**src/rtl/ps2_pkg.sv**
```systemverilog
// Shared PS/2 byte constants and decode-state enum for the key tracker.
package ps2_pkg;

  localparam logic [7:0] PS2_EXT   = 8'hE0;
  localparam logic [7:0] PS2_BRK   = 8'hF0;
  localparam logic [7:0] PS2_PAUSE = 8'hE1;
  localparam logic [7:0] PS2_BAT   = 8'hAA;
  localparam logic [7:0] PS2_ACK   = 8'hFA;
  localparam logic [7:0] PS2_ECHO  = 8'hEE;
  localparam logic [7:0] PS2_RESEND = 8'hFE;
  localparam logic [7:0] PS2_ERR0  = 8'h00;
  localparam logic [7:0] PS2_ERR1  = 8'hFF;

  typedef enum logic [2:0] {
    S_IDLE,
    S_EXT,
    S_BRK,
    S_EXT_BRK,
    S_PAUSE
  } state_t;

  // Keyboard status/response bytes that carry no key information.
  function automatic logic is_status(input logic [7:0] b);
    return (b == PS2_BAT) || (b == PS2_ACK) || (b == PS2_ECHO) ||
           (b == PS2_RESEND) || (b == PS2_ERR0) || (b == PS2_ERR1);
  endfunction

endpackage

```
**src/rtl/ps2_byte_sink.sv**
```systemverilog
// Pops bytes from the PS/2 controller FIFO; byte_valid marks the accepting edge.
module ps2_byte_sink (
  input  logic       clk,
  input  logic       clrn,
  input  logic       ps2_ready,
  input  logic [7:0] ps2_data,
  output logic       nextdata_n,
  output logic       byte_valid,
  output logic [7:0] rx_byte
);

  // The pop strobe being low blocks the next cycle, so a byte is never taken twice.
  assign byte_valid = ps2_ready & nextdata_n;
  assign rx_byte    = ps2_data;

  always_ff @(posedge clk or negedge clrn) begin
    if (!clrn) nextdata_n <= 1'b1;
    else       nextdata_n <= ~byte_valid;
  end

endmodule

```
**src/rtl/ps2_key_tracker.sv**
```systemverilog
// Decodes PS/2 make/break/E0/E1 sequences into held-key, press counter and overflow flag.
// Optional prefix idle timeout: define PS2_KT_TIMEOUT_EN.
module ps2_key_tracker
  import ps2_pkg::*;
#(
  parameter int COUNT_W     = 8,
  parameter int PAUSE_LEN   = 7,
  parameter int TIMEOUT_CYC = 1000000
) (
  input  logic               clk,
  input  logic               clrn,
  input  logic [7:0]         ps2_data,
  input  logic               ps2_ready,
  input  logic               ps2_overflow,
  output logic               nextdata_n,
  input  logic               ovf_clr,
  output logic [7:0]         key_code,
  output logic               key_ext,
  output logic               key_held,
  output logic               key_event,
  output logic [COUNT_W-1:0] press_count,
  output logic               ovf_sticky
);

  localparam int PW = $clog2(PAUSE_LEN + 1);

  if (COUNT_W < 4 || (COUNT_W % 4) != 0 || TIMEOUT_CYC < 2 || PAUSE_LEN < 1) begin : g_param_chk
    $error("ps2_key_tracker: illegal parameter value");
  end

  logic          byte_valid;
  logic [7:0]    rx_byte;
  state_t        state;
  logic [PW-1:0] pause_cnt;
  logic          mk, bk, ev_ext, same_key, tmo;

  ps2_byte_sink u_sink (
    .clk        (clk),
    .clrn       (clrn),
    .ps2_ready  (ps2_ready),
    .ps2_data   (ps2_data),
    .nextdata_n (nextdata_n),
    .byte_valid (byte_valid),
    .rx_byte    (rx_byte)
  );

  always_comb begin
    mk     = 1'b0;
    bk     = 1'b0;
    ev_ext = 1'b0;
    if (byte_valid) begin
      case (state)
        S_IDLE:    mk = !(rx_byte inside {PS2_EXT, PS2_BRK, PS2_PAUSE}) && !is_status(rx_byte);
        S_EXT:     begin mk = (rx_byte != PS2_BRK) && (rx_byte != PS2_EXT); ev_ext = 1'b1; end
        S_BRK:     bk = (rx_byte != PS2_BRK) && (rx_byte != PS2_EXT);
        S_EXT_BRK: begin bk = 1'b1; ev_ext = 1'b1; end
        default:   ;
      endcase
    end
  end

  assign same_key = ({key_ext, key_code} == {ev_ext, rx_byte});

`ifdef PS2_KT_TIMEOUT_EN
  localparam int TW = $clog2(TIMEOUT_CYC);
  logic [TW-1:0] idle_cnt;

  assign tmo = (state != S_IDLE) && !byte_valid && (idle_cnt == TW'(TIMEOUT_CYC - 1));

  always_ff @(posedge clk or negedge clrn) begin
    if (!clrn)                                idle_cnt <= '0;
    else if (byte_valid || tmo || state == S_IDLE) idle_cnt <= '0;
    else                                      idle_cnt <= idle_cnt + 1'b1;
  end
`else
  assign tmo = 1'b0;
`endif

  always_ff @(posedge clk or negedge clrn) begin
    if (!clrn) begin
      state       <= S_IDLE;
      pause_cnt   <= '0;
      key_code    <= '0;
      key_ext     <= 1'b0;
      key_held    <= 1'b0;
      key_event   <= 1'b0;
      press_count <= '0;
      ovf_sticky  <= 1'b0;
    end else begin
      key_event <= 1'b0;
      if (ps2_overflow) ovf_sticky <= 1'b1;
      else if (ovf_clr) ovf_sticky <= 1'b0;

      // A repeat of the held key is typematic and must not count as a new press.
      if (mk && !(key_held && same_key)) begin
        key_code    <= rx_byte;
        key_ext     <= ev_ext;
        key_held    <= 1'b1;
        key_event   <= 1'b1;
        press_count <= press_count + 1'b1;
      end
      if (bk && same_key) key_held <= 1'b0;

      if (byte_valid) begin
        case (state)
          S_IDLE:
            if (rx_byte == PS2_EXT)        state <= S_EXT;
            else if (rx_byte == PS2_BRK)   state <= S_BRK;
            else if (rx_byte == PS2_PAUSE) begin
              state     <= S_PAUSE;
              pause_cnt <= PW'(PAUSE_LEN);
            end
          S_EXT:
            if (rx_byte == PS2_BRK)        state <= S_EXT_BRK;
            else if (rx_byte != PS2_EXT)   state <= S_IDLE;
          S_BRK:
            if (rx_byte == PS2_EXT)        state <= S_EXT;
            else if (rx_byte != PS2_BRK)   state <= S_IDLE;
          S_EXT_BRK:                       state <= S_IDLE;
          S_PAUSE: begin
            pause_cnt <= pause_cnt - 1'b1;
            if (pause_cnt == PW'(1))       state <= S_IDLE;
          end
          default:                         state <= S_IDLE;
        endcase
      end else if (tmo) begin
        state <= S_IDLE;
      end
    end
  end

endmodule

```
**config.mk**
```make
export PLATFORM = sky130hd
export DESIGN_NAME = ps2_key_tracker
export DESIGN_NICKNAME = d
export VERILOG_FILES = /design/src/rtl/ps2_pkg.sv /design/src/rtl/ps2_byte_sink.sv /design/src/rtl/ps2_key_tracker.sv
export SDC_FILE = /design/constraint.sdc
export NUM_CORES = 1
export LEC_CHECK = 0
export BUFFER_PORTS_ARGS = -buffer_cell sky130_fd_sc_hd__buf_2
export CAP_MARGIN = 20
export CELL_PAD_IN_SITES_DETAIL_PLACEMENT = 0
export CELL_PAD_IN_SITES_GLOBAL_PLACEMENT = 1
export CORE_UTILIZATION = 44
export DETAILED_ROUTE_END_ITERATION = 10
export PLACE_DENSITY_LB_ADDON = 0.1
export SYNTH_ARGS = -nofsm -noshare
export SYNTH_HDL_FRONTEND = slang
export SYNTH_SLANG_ARGS = --single-unit
```
**constraint.sdc**
```tcl
create_clock -name clk -period 2.9 [get_ports clk]
set_input_delay 0.435 -clock clk [delete_from_list [all_inputs] [get_ports clk]]
set_output_delay 0.435 -clock clk [all_outputs]
set_load 0.01 [all_outputs]
```
==> impl_metrics.py <==
metrics = {
    "setup_path": {
        "path_class": "flop to flop",
        "arrival_ps": 2360,
        "cp-endpoint": "key_code[3]$_DFFE_PN0P_",
        "required_ps": 3140,
        "critical_path.slowest_cell": "dfrtp_1",
        "slowest_delay_ps": 570,
        "startpoint_type": "flop",
        "r2r-start": "state[0]$_DFFE_PN0P_",
        "r2r-end": "key_code[3]$_DFFE_PN0P_",
        "path_max_fanout": 11,
        "critPathCaptureType": "flop",
        "critPathLaunch": "state[0]$_DFFE_PN0P_",
        "cp_cell_sequence": "nand4b_1, xnor2_1, nor2_1, nand3_1, nand3_4, mux2_2",
        "rrSetupSlack_ps": 780,
        "rr_worst_depth": 6,
    },
    "timing": {
        "final.setup.tns_ps": 0,
        "finClkSkew_ps": 4.534,
        "finalHoldViolCount": 0,
        "slew_headroom": 0.5773,
        "tightestPinTransition_ps": 625.3,
        "rsz0062_at_grt": "false",
        "min_period_over_period": 0.7320,
        "maxSlewViolCount": 0,
        "fin_crit_ps": 2123,
        "clock.fmax_mhz": 471.1,
        "setup_violations": 0,
    },
    "die": {
        "dieArea_um2": 3535,
        "die_w_um": 59.46,
        "rows": 20,
        "dieHeight_um": 59.46,
        "io_pins": 34,
        "core_area_um2": 3103,
        "start_util": 0.4681,
    },
    "clock_tree": {
        "cts-root-buf": "clkbuf_4",
        "path_clk_slew_ps": 150,
        "cts.sink_count": 27,
        "cts_resized": 0,
        "numCtsBuffers": 3,
        "postCtsSetupRepairBufs": 0,
        "holdBufCountCts": 0,
        "cts_max_level": 1,
        "clkLatencyLatePin_ps": 330,
        "cts_buffer_depth": 2,
        "cts_tree": "built",
    },
    "power": {
        "power.density_nw_per_um2": 796.9,
        "p_comb_frac": 0.406,
        "intPower_mw": 0.8307,
        "netSwitchingPower_mw": 0.5123,
        "swShare": 0.3815,
        "pwr-share-seq": 0.467,
        "power.share.clock": 0.127,
        "leakagePower_nw": 0.7497,
        "vdd_drop_max_mv": 0.4607,
    },
    "route": {
        "route.met2.wl_mm": 1.413,
        "postRouteAntennaNets": 0,
        "route.detailed.drc": 0,
        "maxUsedRoutingLayer": "met4",
        "wl_per_cell_um": 13.30,
        "routed_via_density": 5.358,
        "drtIter0Drc": 36,
        "met3_length_um": 128,
        "routed-via-count": 1152,
        "first_pass_iters": 4,
        "drt-total-wl_mm": 2.860,
        "wl_met1_mm": 1.284,
    },
    "global_route": {
        "grt.total_usage": 0.1814,
        "grt_pass1_vias": 1077,
        "grt-ovfl-total": 0,
        "antenna_found_initial": 0,
        "grt_max_degree": 28,
        "grt_pass1_wl_mm": 4.747,
    },
    "synth": {
        "synth_compound_area_frac": 0.08958,
        "ys_top_cells_by_count": "26 x dfrtp_1, 12 x xnor2_1, 11 x nand2_1",
        "synth_seq_area_share": 0.4660,
        "synth_adder_area_share": 0.03273,
        "synth_seq_cells": 27,
        "synth_top_family_by_area": "simple AND/OR/NAND/NOR gates",
        "avgSynthCellArea_um2": 10.53,
        "async_reset_ff_frac": 1.000,
        "synth.most_common_cell": "dfrtp_1",
        "netlist_instances": 138,
        "synthesis.area_um2": 1453,
        "ys.warnings.count": 0,
        "syn_nets": 154,
        "yosysUniqueCellTypes": 41,
        "synth_simple_gate_area_frac": 0.1998,
        "synth_xor_area_frac": 0.09647,
        "netlist.area_leader.share": 0.4479,
        "ys.flop_type": "dfrtp_1",
        "synth_edf_count": 0,
        "yosysTopAreaCell": "dfrtp_1",
        "synth.area.top_cells": "dfrtp_1 45%, xnor2_1 7.2%, mux2_2 6.2%",
        "synthMuxAreaShare": 0.07924,
    },
    "min_path": {
        "min_path_type": "input pin to async pin",
    },
    "layout": {
        "seq_area_um2": 676.9,
        "drive_above_1_share": 0.3158,
        "nets": 188,
        "post-route-util": 0.5431,
        "syn2layout_area_growth_pct": 16.02,
        "diodes": 0,
        "fillerInstances": 311,
        "multiInputGateArea_um2": 723.2,
    },
    "placement": {
        "dp_hpwl_mm": 2.193,
        "io_buffers": 33,
        "gp_congestion": 0.7848,
    },
    "run": {
        "cap_viol_max_count": 0,
    },
    "run_status": {
        "status": "finished clean",
    },
}
[worst min-delay path by stage]
stage | end | slack [ps] | cells after the start
5_1_grt | press_count[1]$_DFFE_PN0P_ | 110 | 1
3_5_place_dp | ovf_sticky$_DFFE_PN0P_ | 460 | 1
3_3_place_gp | ovf_sticky$_DFFE_PN0P_ | 460 | 1
4_1_cts | press_count[0]$_DFFE_PN0P_ | 100 | 1
2_1_floorplan | key_code[0]$_DFFE_PN0P_ | 140 | 0
6_report | press_count[0]$_DFFE_PN0P_ | 80 | 1
[cells in the final DEF (no fill, tap or decap), drive strengths merged, types with 3 or more instances in the layout]
cell type  instances
nand4              4
nand2             11
ha                 3
nor3               4
inv                8
xor2               4
mux2               9
dfrtp             26
nor2               8
clkbuf             3
nand3              6
xnor2             12
o21ai              4
nor4               4
buf               33
[sequential cells by signal, indices dropped and copies added, names as in the netlist]
name,cells
key_event,1
ovf_sticky,1
u_sink.nextdata_n,1
pause_cnt,3
key_code,8
key_held,1
state,3
press_count,8
key_ext,1
[cell type report]
| class | instances | area share |
|---|---|---|
| flip-flops and latches | 27 | 0.4016 |
| inverters | 8 | 0.02079 |
| clock inverters | 1 | 0.004454 |
| repair buffers | 33 | 0.09800 |
| well taps | 44 | 0.03267 |
| clock buffers | 3 | 0.01336 |
| multi-input cells | 99 | 0.4291 |
[layer usage]
metal  GRT usage  up-vias
met4     0.05102        0
li1            -      557
met3     0.04585        4
met2      0.3146       33
met5           0        -
met1      0.2213      558
[critical path: cells and delay by family (launching register included)]
family,cells,cell delay [ps]
mux,1,360
simple gates,4,920
flops,1,570
xor+xnor,1,170
[through the flow]
stage	std cells	cell area, um2	hold WS [ps]	setup slack (ps)	power, mW
2_1_floorplan	138	1453	139.4	927.8	0.9924
3_3_place_gp	211	1655	457.5	670.9	1.161
3_5_place_dp	211	1655	463.9	628.5	1.190
4_1_cts	215	1685	97.20	756.0	1.359
5_1_grt	215	1685	107.0	581.1	1.443
6_report	215	1685	78.65	777.1	1.343
[power groups by stage]
stage	Clock [mW]	Sequential [mW]	Combinational [mW]
floorplan	0	0.653	0.339
global placement	0	0.625	0.537
detailed placement	0	0.637	0.554
CTS	0.176	0.629	0.554
global route	0.193	0.648	0.601
finish	0.171	0.627	0.545
[kinds of logic after synthesis]
logic type      Yosys count
simple gates             51
flops                    27
compound gates           18
xor+xnor                 16
buf+inv                  12
mux                      10
fa+ha+maj                 4
No activity file was read; power rests on OpenSTA's default activity.
